$ cat config.mk
export PLATFORM = sky130hd
export DESIGN_NAME = vscale_dmem_rr_arbiter
export DESIGN_NICKNAME = d
export VERILOG_FILES = /design/src/rtl/vscale_dmem_rr_arbiter.sv
export SDC_FILE = /design/constraint.sdc
export NUM_CORES = 1
export LEC_CHECK = 0
export ABC_CLOCK_PERIOD_IN_PS = 3800
export CAP_MARGIN = 25
export CORE_ASPECT_RATIO = 0.7
export CORE_MARGIN = 4
export CORE_UTILIZATION = 40
export CTS_BUF_LIST = sky130_fd_sc_hd__clkbuf_8 sky130_fd_sc_hd__clkbuf_16
export DETAILED_ROUTE_END_ITERATION = 6
export PLACE_DENSITY = 0.83
export RECOVER_POWER = 25
export SYNTH_ARGS = -nofsm -noshare
export SYNTH_HDL_FRONTEND = slang
export SYNTH_SLANG_ARGS = --single-unit
$ cat constraint.sdc
create_clock -name clk -period 3.8 [get_ports clk]
set_input_delay 0.76 -clock clk [delete_from_list [all_inputs] [get_ports clk]]
set_output_delay 0.76 -clock clk [all_outputs]
set_load 0.005 [all_outputs]
$ cat src/rtl/vscale_dmem_rr_arbiter.sv
// Round-robin arbiter sharing one HASTI dmem slave between two vscale cores.
// Optional VSCALE_ARB_PERF_EN adds per-core grant and stall counters.
module vscale_dmem_rr_arbiter #(
  parameter int ADDR_W  = 32,
  parameter int BUS_W   = 32,
  parameter int RR_INIT = 0
) (
  input  logic              clk,
  input  logic              resetn,
  input  logic [ADDR_W-1:0] core_haddr_0,
  input  logic              core_hwrite_0,
  input  logic [2:0]        core_hsize_0,
  input  logic [2:0]        core_hburst_0,
  input  logic              core_hmastlock_0,
  input  logic [3:0]        core_hprot_0,
  input  logic [1:0]        core_htrans_0,
  input  logic [BUS_W-1:0]  core_hwdata_0,
  output logic [BUS_W-1:0]  core_hrdata_0,
  output logic              core_hready_0,
  output logic              core_hresp_0,
  input  logic [ADDR_W-1:0] core_haddr_1,
  input  logic              core_hwrite_1,
  input  logic [2:0]        core_hsize_1,
  input  logic [2:0]        core_hburst_1,
  input  logic              core_hmastlock_1,
  input  logic [3:0]        core_hprot_1,
  input  logic [1:0]        core_htrans_1,
  input  logic [BUS_W-1:0]  core_hwdata_1,
  output logic [BUS_W-1:0]  core_hrdata_1,
  output logic              core_hready_1,
  output logic              core_hresp_1,
  output logic [ADDR_W-1:0] dmem_haddr,
  output logic              dmem_hwrite,
  output logic [2:0]        dmem_hsize,
  output logic [2:0]        dmem_hburst,
  output logic              dmem_hmastlock,
  output logic [3:0]        dmem_hprot,
  output logic [1:0]        dmem_htrans,
  output logic [BUS_W-1:0]  dmem_hwdata,
  input  logic [BUS_W-1:0]  dmem_hrdata,
  input  logic              dmem_hready,
  input  logic              dmem_hresp,
`ifdef VSCALE_ARB_PERF_EN
  output logic [31:0]       perf_grant_0,
  output logic [31:0]       perf_grant_1,
  output logic [31:0]       perf_stall_0,
  output logic [31:0]       perf_stall_1,
`endif
  output logic              grant_core
);

  localparam logic [1:0] HT_IDLE   = 2'b00;
  localparam logic [1:0] HT_NONSEQ = 2'b10;
  localparam logic       PRIO_INIT = (RR_INIT != 0);

  typedef struct packed {
    logic [ADDR_W-1:0] haddr;
    logic              hwrite;
    logic [2:0]        hsize;
    logic [2:0]        hburst;
    logic              hmastlock;
    logic [3:0]        hprot;
  } addr_ph_t;

  addr_ph_t live_0, live_1, buf_0, buf_1, sel_0, sel_1, issued;
  logic     pend_0, pend_1;
  logic     dp_valid, dp_owner;
  logic     prio, grant_q;
  logic     live_req_0, live_req_1, cand_0, cand_1;
  logic     issue, gnt;

  assign live_0 = {core_haddr_0, core_hwrite_0, core_hsize_0, core_hburst_0,
                   core_hmastlock_0, core_hprot_0};
  assign live_1 = {core_haddr_1, core_hwrite_1, core_hsize_1, core_hburst_1,
                   core_hmastlock_1, core_hprot_1};

  // A core only sees the slave's hready while it owns the data phase.
  always_comb begin
    core_hready_0 = 1'b1;
    if (dp_valid && !dp_owner) core_hready_0 = dmem_hready;
    else if (pend_0)           core_hready_0 = 1'b0;
    core_hready_1 = 1'b1;
    if (dp_valid && dp_owner)  core_hready_1 = dmem_hready;
    else if (pend_1)           core_hready_1 = 1'b0;
  end

  // resetn gates live requests so nothing leaks onto the bus while in reset.
  assign live_req_0 = resetn && (core_htrans_0 == HT_NONSEQ) && core_hready_0;
  assign live_req_1 = resetn && (core_htrans_1 == HT_NONSEQ) && core_hready_1;
  assign cand_0     = pend_0 || live_req_0;
  assign cand_1     = pend_1 || live_req_1;
  assign issue      = dmem_hready && (cand_0 || cand_1);
  assign gnt        = (cand_0 && cand_1) ? prio : cand_1;

  assign sel_0  = pend_0 ? buf_0 : live_0;
  assign sel_1  = pend_1 ? buf_1 : live_1;
  assign issued = gnt ? sel_1 : sel_0;

  assign dmem_haddr     = issue ? issued.haddr     : '0;
  assign dmem_hwrite    = issue ? issued.hwrite    : 1'b0;
  assign dmem_hsize     = issue ? issued.hsize     : 3'b000;
  assign dmem_hburst    = issue ? issued.hburst    : 3'b000;
  assign dmem_hmastlock = issue ? issued.hmastlock : 1'b0;
  assign dmem_hprot     = issue ? issued.hprot     : 4'b0000;
  assign dmem_htrans    = issue ? HT_NONSEQ        : HT_IDLE;
  assign grant_core     = issue ? gnt              : grant_q;

  assign dmem_hwdata   = !dp_valid ? '0 : (dp_owner ? core_hwdata_1 : core_hwdata_0);
  assign core_hrdata_0 = (dp_valid && !dp_owner) ? dmem_hrdata : '0;
  assign core_hrdata_1 = (dp_valid &&  dp_owner) ? dmem_hrdata : '0;
  assign core_hresp_0  = dp_valid && !dp_owner && dmem_hresp;
  assign core_hresp_1  = dp_valid &&  dp_owner && dmem_hresp;

  always_ff @(posedge clk or negedge resetn) begin
    if (!resetn) begin
      pend_0   <= 1'b0;
      pend_1   <= 1'b0;
      buf_0    <= '0;
      buf_1    <= '0;
      dp_valid <= 1'b0;
      dp_owner <= 1'b0;
      prio     <= PRIO_INIT;
      grant_q  <= PRIO_INIT;
    end else begin
      if (issue) begin
        dp_valid <= 1'b1;
        dp_owner <= gnt;
        prio     <= ~gnt;
        grant_q  <= gnt;
      end else if (dmem_hready) begin
        dp_valid <= 1'b0;
      end
      // A pending request and a live accept are mutually exclusive per core.
      if (issue && !gnt) begin
        pend_0 <= 1'b0;
      end else if (live_req_0) begin
        pend_0 <= 1'b1;
        buf_0  <= live_0;
      end
      if (issue && gnt) begin
        pend_1 <= 1'b0;
      end else if (live_req_1) begin
        pend_1 <= 1'b1;
        buf_1  <= live_1;
      end
    end
  end

`ifdef VSCALE_ARB_PERF_EN
  always_ff @(posedge clk or negedge resetn) begin
    if (!resetn) begin
      perf_grant_0 <= '0;
      perf_grant_1 <= '0;
      perf_stall_0 <= '0;
      perf_stall_1 <= '0;
    end else begin
      if (issue && !gnt) perf_grant_0 <= perf_grant_0 + 32'd1;
      if (issue &&  gnt) perf_grant_1 <= perf_grant_1 + 32'd1;
      if (pend_0)        perf_stall_0 <= perf_stall_0 + 32'd1;
      if (pend_1)        perf_stall_1 <= perf_stall_1 + 32'd1;
    end
  end
`endif

endmodule

==> flow_metrics.py, run 1 <==
metrics = {
    "status": {
        "status": "finished, violations left",
        "violations": "max-capacitance violations, max-slew violations",
    },
    "pwr": {
        "p_leak_nw": 4.04,
        "ir_worst_vdd_mv": 0.402,
        "power.density_nw_per_um2": 413,
    },
    "final_layout": {
        "final_common_cell": "clkdlybuf4s50_1",
        "drive_gt1_frac": 0.0993,
        "area_growth_pct": 64.6,
        "layout_common_cells": "clkdlybuf4s50_1, mux2i_1, dfrtp_1, mux2_1, o22ai_1",
        "num-nets-final": 1034,
        "fill_cells": 1070,
        "final_area_um2": 9830,
        "fin_cells": 1042,
    },
    "sta": {
        "period_needed_ps": 3670,
        "drv_slew": 68,
        "tightest_slew_ps": 1670,
        "rsz0062_at_grt": "false",
        "final.setup_skew_ps": 7.77,
        "hold_violations": 0,
        "fin_crit_sh": 0.966,
        "fmax_mhz": 272,
        "tns_ps": 0,
        "max_slew_margin": -0.110,
        "setup_viol": 0,
    },
    "die": {
        "die_area_um2": 17000,
        "start_util": 0.407,
        "die_y_um": 110,
        "ios": 339,
        "chipWidth_um": 154,
        "core_um2": 14700,
        "row_count": 37,
    },
    "run": {
        "cap_violations": 1,
    },
    "synth": {
        "synth_area_leaders": "dfrtp_1, mux2i_1, mux2_1",
        "yosysTopAreaCell": "dfrtp_1",
        "synth-seq-cells": 94,
        "synth_edf_count": 0,
        "async_flop_share": 1.00,
        "yosysUniqueCellTypes": 32,
        "synth_ff_type": "dfrtp_1",
        "seq_area_frac_synth": 0.394,
        "avgSynthCellArea_um2": 11.4,
        "synth_area_um2": 5970,
        "yosysWarnings": 0,
        "synth_top_area_frac": 0.394,
        "syn_inst": 525,
        "syn-num-nets": 717,
    },
    "global_routing": {
        "grt_pass1_vias": 5662,
        "grt_first_pass_wirelength_mm": 32.2,
        "grt_antenna_before_repair": 2,
        "grt_max_degree": 68,
        "grt.overflow.total": 0,
        "grtUsageTotal": 0.243,
        "grt_use_met3": 0.0831,
        "gr-max-usage-layer": "met2",
        "use_met2": 0.396,
        "grt.met1_usage": 0.314,
    },
    "route": {
        "drt_wl_total_mm": 21.9,
        "wl_per_cell_um": 21.0,
        "ant_nets": 0,
        "vias_per_cell": 5.26,
        "drtIter0Drc": 296,
        "dr.pass1.iters": 4,
        "num_vias": 5477,
        "remaining_drc_errors": 0,
    },
    "clock_tree": {
        "root_buffer": "clkbuf_16",
        "cts_made_buffers": 9,
        "clock-sinks": 94,
        "post-cts-setup-buffers": 0,
        "cts_resized": 0,
        "clk_pin_slew_ps": 70,
        "clkLatencyLatePin_ps": 340,
        "cts_tree": "done",
        "cts_max_level": 3,
        "ctsHoldBuffers": 0,
        "clockBufferDepth": 2,
    },
    "worst_setup_path": {
        "crit_required_ps": 3040,
        "setup.worst_path.end_class": "output port",
        "critPathMostFrequentCell": "clkdlybuf4s50_1",
        "cp_max_fo": 34,
        "crit_family": "buffers and inverters",
        "cpPeakStageDelay_ps": 550,
        "worstSetupStartpoint": "core_htrans_1[0]",
        "crit_buf_inv": 3,
        "r2r-start": "dp_owner$_DFFE_PN0P_",
        "crit_type": "in -> out",
        "cp_slowest_cell": "clkdlybuf4s50_1",
        "start_kind": "input port",
        "cp.arrival_ps": 2910,
        "path_cells": "clkdlybuf4s50_1 > and3b_1 > o21ai_0 > o211ai_1 > buf_12 > o22ai_1 > clkdlybuf4s50_1",
    },
    "placed_design": {
        "dp_cells": 1026,
        "dp_hpwl_mm": 17.4,
        "place_area_um2": 9520,
        "gp_congestion": 0.919,
        "io_buffers": 337,
    },
    "min_path": {
        "hold_class": "in -> async",
    },
}
==> sequential cells by signal, indices dropped and copies added (netlist names) <==
name,flops
pend_1,1
dp_valid,1
pend_0,1
buf_0,44
grant_q,1
buf_1,44
dp_owner,1
prio,1
==> area by class of cell <==
cell class	instances	area, um2	share of cell area
Inverter	2	7.51	0.000764
Antenna cell	1	2.50	0.000255
Clock buffer	9	225	0.0229
Sequential cell	94	2360	0.240
Tap cell	195	244	0.0248
Multi-Input combinational cell	379	3380	0.344
Timing Repair Buffer	356	3530	0.359
Clock inverter	6	86.3	0.00878
==> worst reg2reg max path: cells and delay by family, from the launching register on <==
family | cells | cell delay (ps)
flip-flops | 1 | 900
multiplexers | 2 | 650
buffers and inverters | 1 | 520
AND/OR/NAND/NOR | 2 | 330
==> per-stage QoR <==
step | hold WS, ps | total power [mW] | setup slack (ps) | util
floorplan | 463 | 2.32 | 1150 | -
global placement | 473 | 3.05 | 277 | 0.649
detailed placement | 471 | 3.12 | 165 | 0.649
CTS | 267 | 4.10 | 134 | 0.670
global route | 268 | 4.28 | 53.3 | 0.670
finish | 277 | 4.06 | 129 | 0.670
==> cells in the mapped netlist, types with 2 or more instances <==
| cell type | n |
|---|---|
| a21oi_1 | 2 |
| and2_1 | 33 |
| and3_1 | 33 |
| and3b_1 | 2 |
| buf_1 | 7 |
| buf_2 | 14 |
| buf_4 | 4 |
| buf_6 | 4 |
| clkbuf_1 | 21 |
| dfrtp_1 | 94 |
| mux2_1 | 47 |
| mux2_2 | 22 |
| mux2_4 | 19 |
| mux2i_1 | 121 |
| nand2_1 | 8 |
| nor2b_1 | 33 |
| o21a_1 | 3 |
| o22ai_1 | 44 |
==> layer usage <==
layer	up-vias	wire length, um
met5	-	12
met4	2	412
met3	23	1930
met2	231	10300
met1	2688	9180
li1	2533	-
==> power breakdown <==
group          total, mW  switching [mW]  internal, mW
sequential          1.57           0.235          1.34
clock              0.956           0.383         0.573
combinational       1.54           0.562         0.973
total               4.06            1.18          2.88
==> cell families after synthesis <==
logic type | Yosys count | synth area share
AO/OA/AOI/OAI | 55 | 0.0612
buffers and inverters | 52 | 0.0431
flip-flops | 94 | 0.394
multiplexers | 210 | 0.384
other | 1 | 0.000628
AND/OR/NAND/NOR | 113 | 0.117
==> worst paths after layout <==
| kind | slack, ps | cells after the start | end |
|---|---|---|---|
| setup / recovery | 130 | 7 | dmem_haddr[7] |
| hold / removal | 280 | 1 | buf_0[31]$_DFFE_PN0P_ |
| setup reg to reg | 1280 | 5 | buf_1[25]$_DFFE_PN0P_ |
| hold reg to reg | 490 | 2 | grant_q$_DFF_PN0_ |
| max in group asynchronous | 1640 | 2 | buf_0[10]$_DFFE_PN0P_ |
| min in group clk | 490 | 2 | grant_q$_DFF_PN0_ |
(Power assumes the default switching activity.)
==> run 2: changes to the inputs <==
CAP_MARGIN = unset   (was 25)
==> results of run 2 <==
The final DEF is identical to that of run 1; final timing and power are the same.
==> run 3: changes to the inputs <==
CORE_UTILIZATION = 43   (was 40)
CTS_BUF_LIST = sky130_fd_sc_hd__clkbuf_4   (was sky130_fd_sc_hd__clkbuf_8 sky130_fd_sc_hd__clkbuf_16)
PLACE_DENSITY = 0.89   (was 0.83)
SETUP_SLACK_MARGIN = 0.4   (was unset)
==> run 3 against run 2 <==
  * The run still ends with max-capacitance violations, max-slew violations left
  * Sequential share of layout area rose by 0.067 points
  * Register-to-register slack better by 80 ps
  * Count of clock-buffer cells in the layout rose by 1
  * Cell count shrank 0.58%
  * Critical endpoint is now dmem_hwrite
  * Largest power group is now combinational logic
==> flow_metrics.py, run 3 (same netlist as run 1, synthesis figures left out) <==
metrics = {
    "pwr": {
        "pwr-share-comb": 0.400,
        "p_sw_mw": 1.15,
        "power.density_nw_per_um2": 401,
        "p_clk_frac": 0.209,
        "ir_worst_vdd_mv": 0.291,
        "switching_share": 0.292,
        "p_int_mw": 2.78,
        "p_leak_nw": 4.13,
        "pwr-share-seq": 0.391,
    },
    "global_routing": {
        "grt.overflow.total": 0,
        "grt_antenna_before_repair": 3,
        "grt_max_degree": 81,
        "grtUsageTotal": 0.271,
        "grt_first_pass_wirelength_mm": 33.4,
        "grt_pass1_vias": 5765,
    },
    "clock_tree": {
        "clk_pin_slew_ps": 140,
        "cts_tree": "done",
        "clock-sinks": 94,
        "clkLatencyLatePin_ps": 450,
        "ctsHoldBuffers": 0,
        "cts_made_buffers": 9,
        "root_buffer": "clkbuf_4",
        "cts_max_level": 3,
        "clockBufferDepth": 2,
    },
    "route": {
        "ant_nets": 0,
        "num_vias": 5475,
        "vias_per_cell": 5.28,
        "dr.pass1.iters": 5,
        "remaining_drc_errors": 0,
        "drt_wl_total_mm": 22.4,
        "wl_per_cell_um": 21.6,
        "drtIter0Drc": 264,
    },
    "die": {
        "row_count": 35,
        "die_area_um2": 15900,
        "start_util": 0.447,
        "ios": 339,
        "chipWidth_um": 149,
        "core_um2": 13400,
        "die_y_um": 107,
    },
    "sta": {
        "rsz0062_at_grt": "true",
        "hold_violations": 0,
        "tightest_slew_ps": 2010,
        "setup_viol": 0,
        "fin_crit_sh": 0.960,
        "tns_ps": 0,
        "period_needed_ps": 3650,
        "max_slew_margin": -0.339,
        "final.setup_skew_ps": 14.7,
        "drv_slew": 81,
        "fmax_mhz": 274,
    },
    "worst_setup_path": {
        "reg2reg_slack_ps": 1360,
        "ff2ff_path_depth": 5,
        "r2r_end": "buf_1[31]$_DFFE_PN0P_",
        "worstSetupStartpoint": "core_htrans_1[0]",
        "cp.arrival_ps": 2890,
        "cp_max_fo": 30,
        "r2r-start": "pend_1$_DFFE_PN0P_",
        "crit_required_ps": 3040,
        "crit_end": "dmem_hwrite",
        "setup.worst_path.end_class": "output port",
        "crit_type": "in -> out",
        "start_kind": "input port",
    },
    "final_layout": {
        "area_growth_pct": 64.1,
        "drive_gt1_frac": 0.106,
        "top_regs": "buf_0: 44 flops, buf_1: 44 flops",
        "final_common_cell": "clkdlybuf4s50_1",
        "num-nets-final": 1036,
        "layout_common_cells": "clkdlybuf4s50_1, mux2i_1, dfrtp_1, mux2_1, o22ai_1",
        "fin_util": 0.734,
        "fin_cells": 1036,
        "fill_cells": 901,
    },
    "run": {
        "cap_violations": 1,
    },
    "min_path": {
        "hold_class": "in -> async",
    },
    "status": {
        "status": "finished, violations left",
        "violations": "max-capacitance violations, max-slew violations",
    },
    "placed_design": {
        "gp_congestion": 0.933,
        "dp_cells": 1016,
        "dp_hpwl_mm": 17.6,
        "io_buffers": 337,
    },
}
[run 3: repair_timing]
action,in CTS,in global routing
buffers inserted,0,1
endpoints found under the setup margin,46,45
pin swaps,1,0
gates cloned,0,1
gates resized for setup,4,9
[run 3: how the worst min path moves through the flow]
stage                       endpoint  slack, ps
6_report        dp_owner$_DFFE_PN0P_        200
5_1_grt         dp_owner$_DFFE_PN0P_        170
4_1_cts         dp_owner$_DFFE_PN0P_         80
3_5_place_dp       grant_q$_DFF_PN0_        460
3_3_place_gp   buf_1[10]$_DFFE_PN0P_        470
2_1_floorplan   buf_0[0]$_DFFE_PN0P_        460
[run 3: final cells by class]
type / instances / area [um2] / share of cell area
timing repair buffer: 358 / 3570 / 0.364
multi-input combinational: 379 / 3400 / 0.347
sequential: 94 / 2360 / 0.240
tap: 185 / 231 / 0.0236
clock inverter: 6 / 158 / 0.0161
clock buffer: 10 / 75.1 / 0.00766
inverter: 2 / 7.51 / 0.000766
antenna: 2 / 5.00 / 0.000510
[run 3: layer usage]
metal | GRT usage | part of all wire | vias to the layer above
li1 | - | - | 2537
met1 | 0.336 | 0.40 | 2692
met2 | 0.478 | 0.50 | 217
met3 | 0.0786 | 0.081 | 27
met4 | 0.0477 | 0.015 | 2
met5 | 0 | 0.00058 | -
[run 3: power by group through the flow]
stage | sequential, mW | clock (mW) | combinational (mW)
3_3_place_gp | 1.53 | 0 | 1.51
3_5_place_dp | 1.55 | 0 | 1.57
6_report | 1.54 | 0.821 | 1.57
2_1_floorplan | 1.47 | 0 | 0.844
4_1_cts | 1.54 | 0.837 | 1.57
5_1_grt | 1.58 | 0.876 | 1.69
[run 3: critical path, stage by stage]
cell,delay (ps)
clkdlybuf4s50_1,490
and3b_1,230
o21ai_2,150
o211ai_1,210
buf_12,250
o22ai_1,210
clkdlybuf4s50_1,550
[run 3: metrics by stage]
stage                     area, um2  hold slack (ps)  setup slack, ps  power (mW)
after floorplan                5970              463             1150        2.32
after global placement         9520              473              145        3.04
after detailed placement       9520              464             95.9        3.12
after CTS                      9770             79.9              169        3.95
after global routing           9800              167             78.9        4.14
final                          9800              195              152        3.93
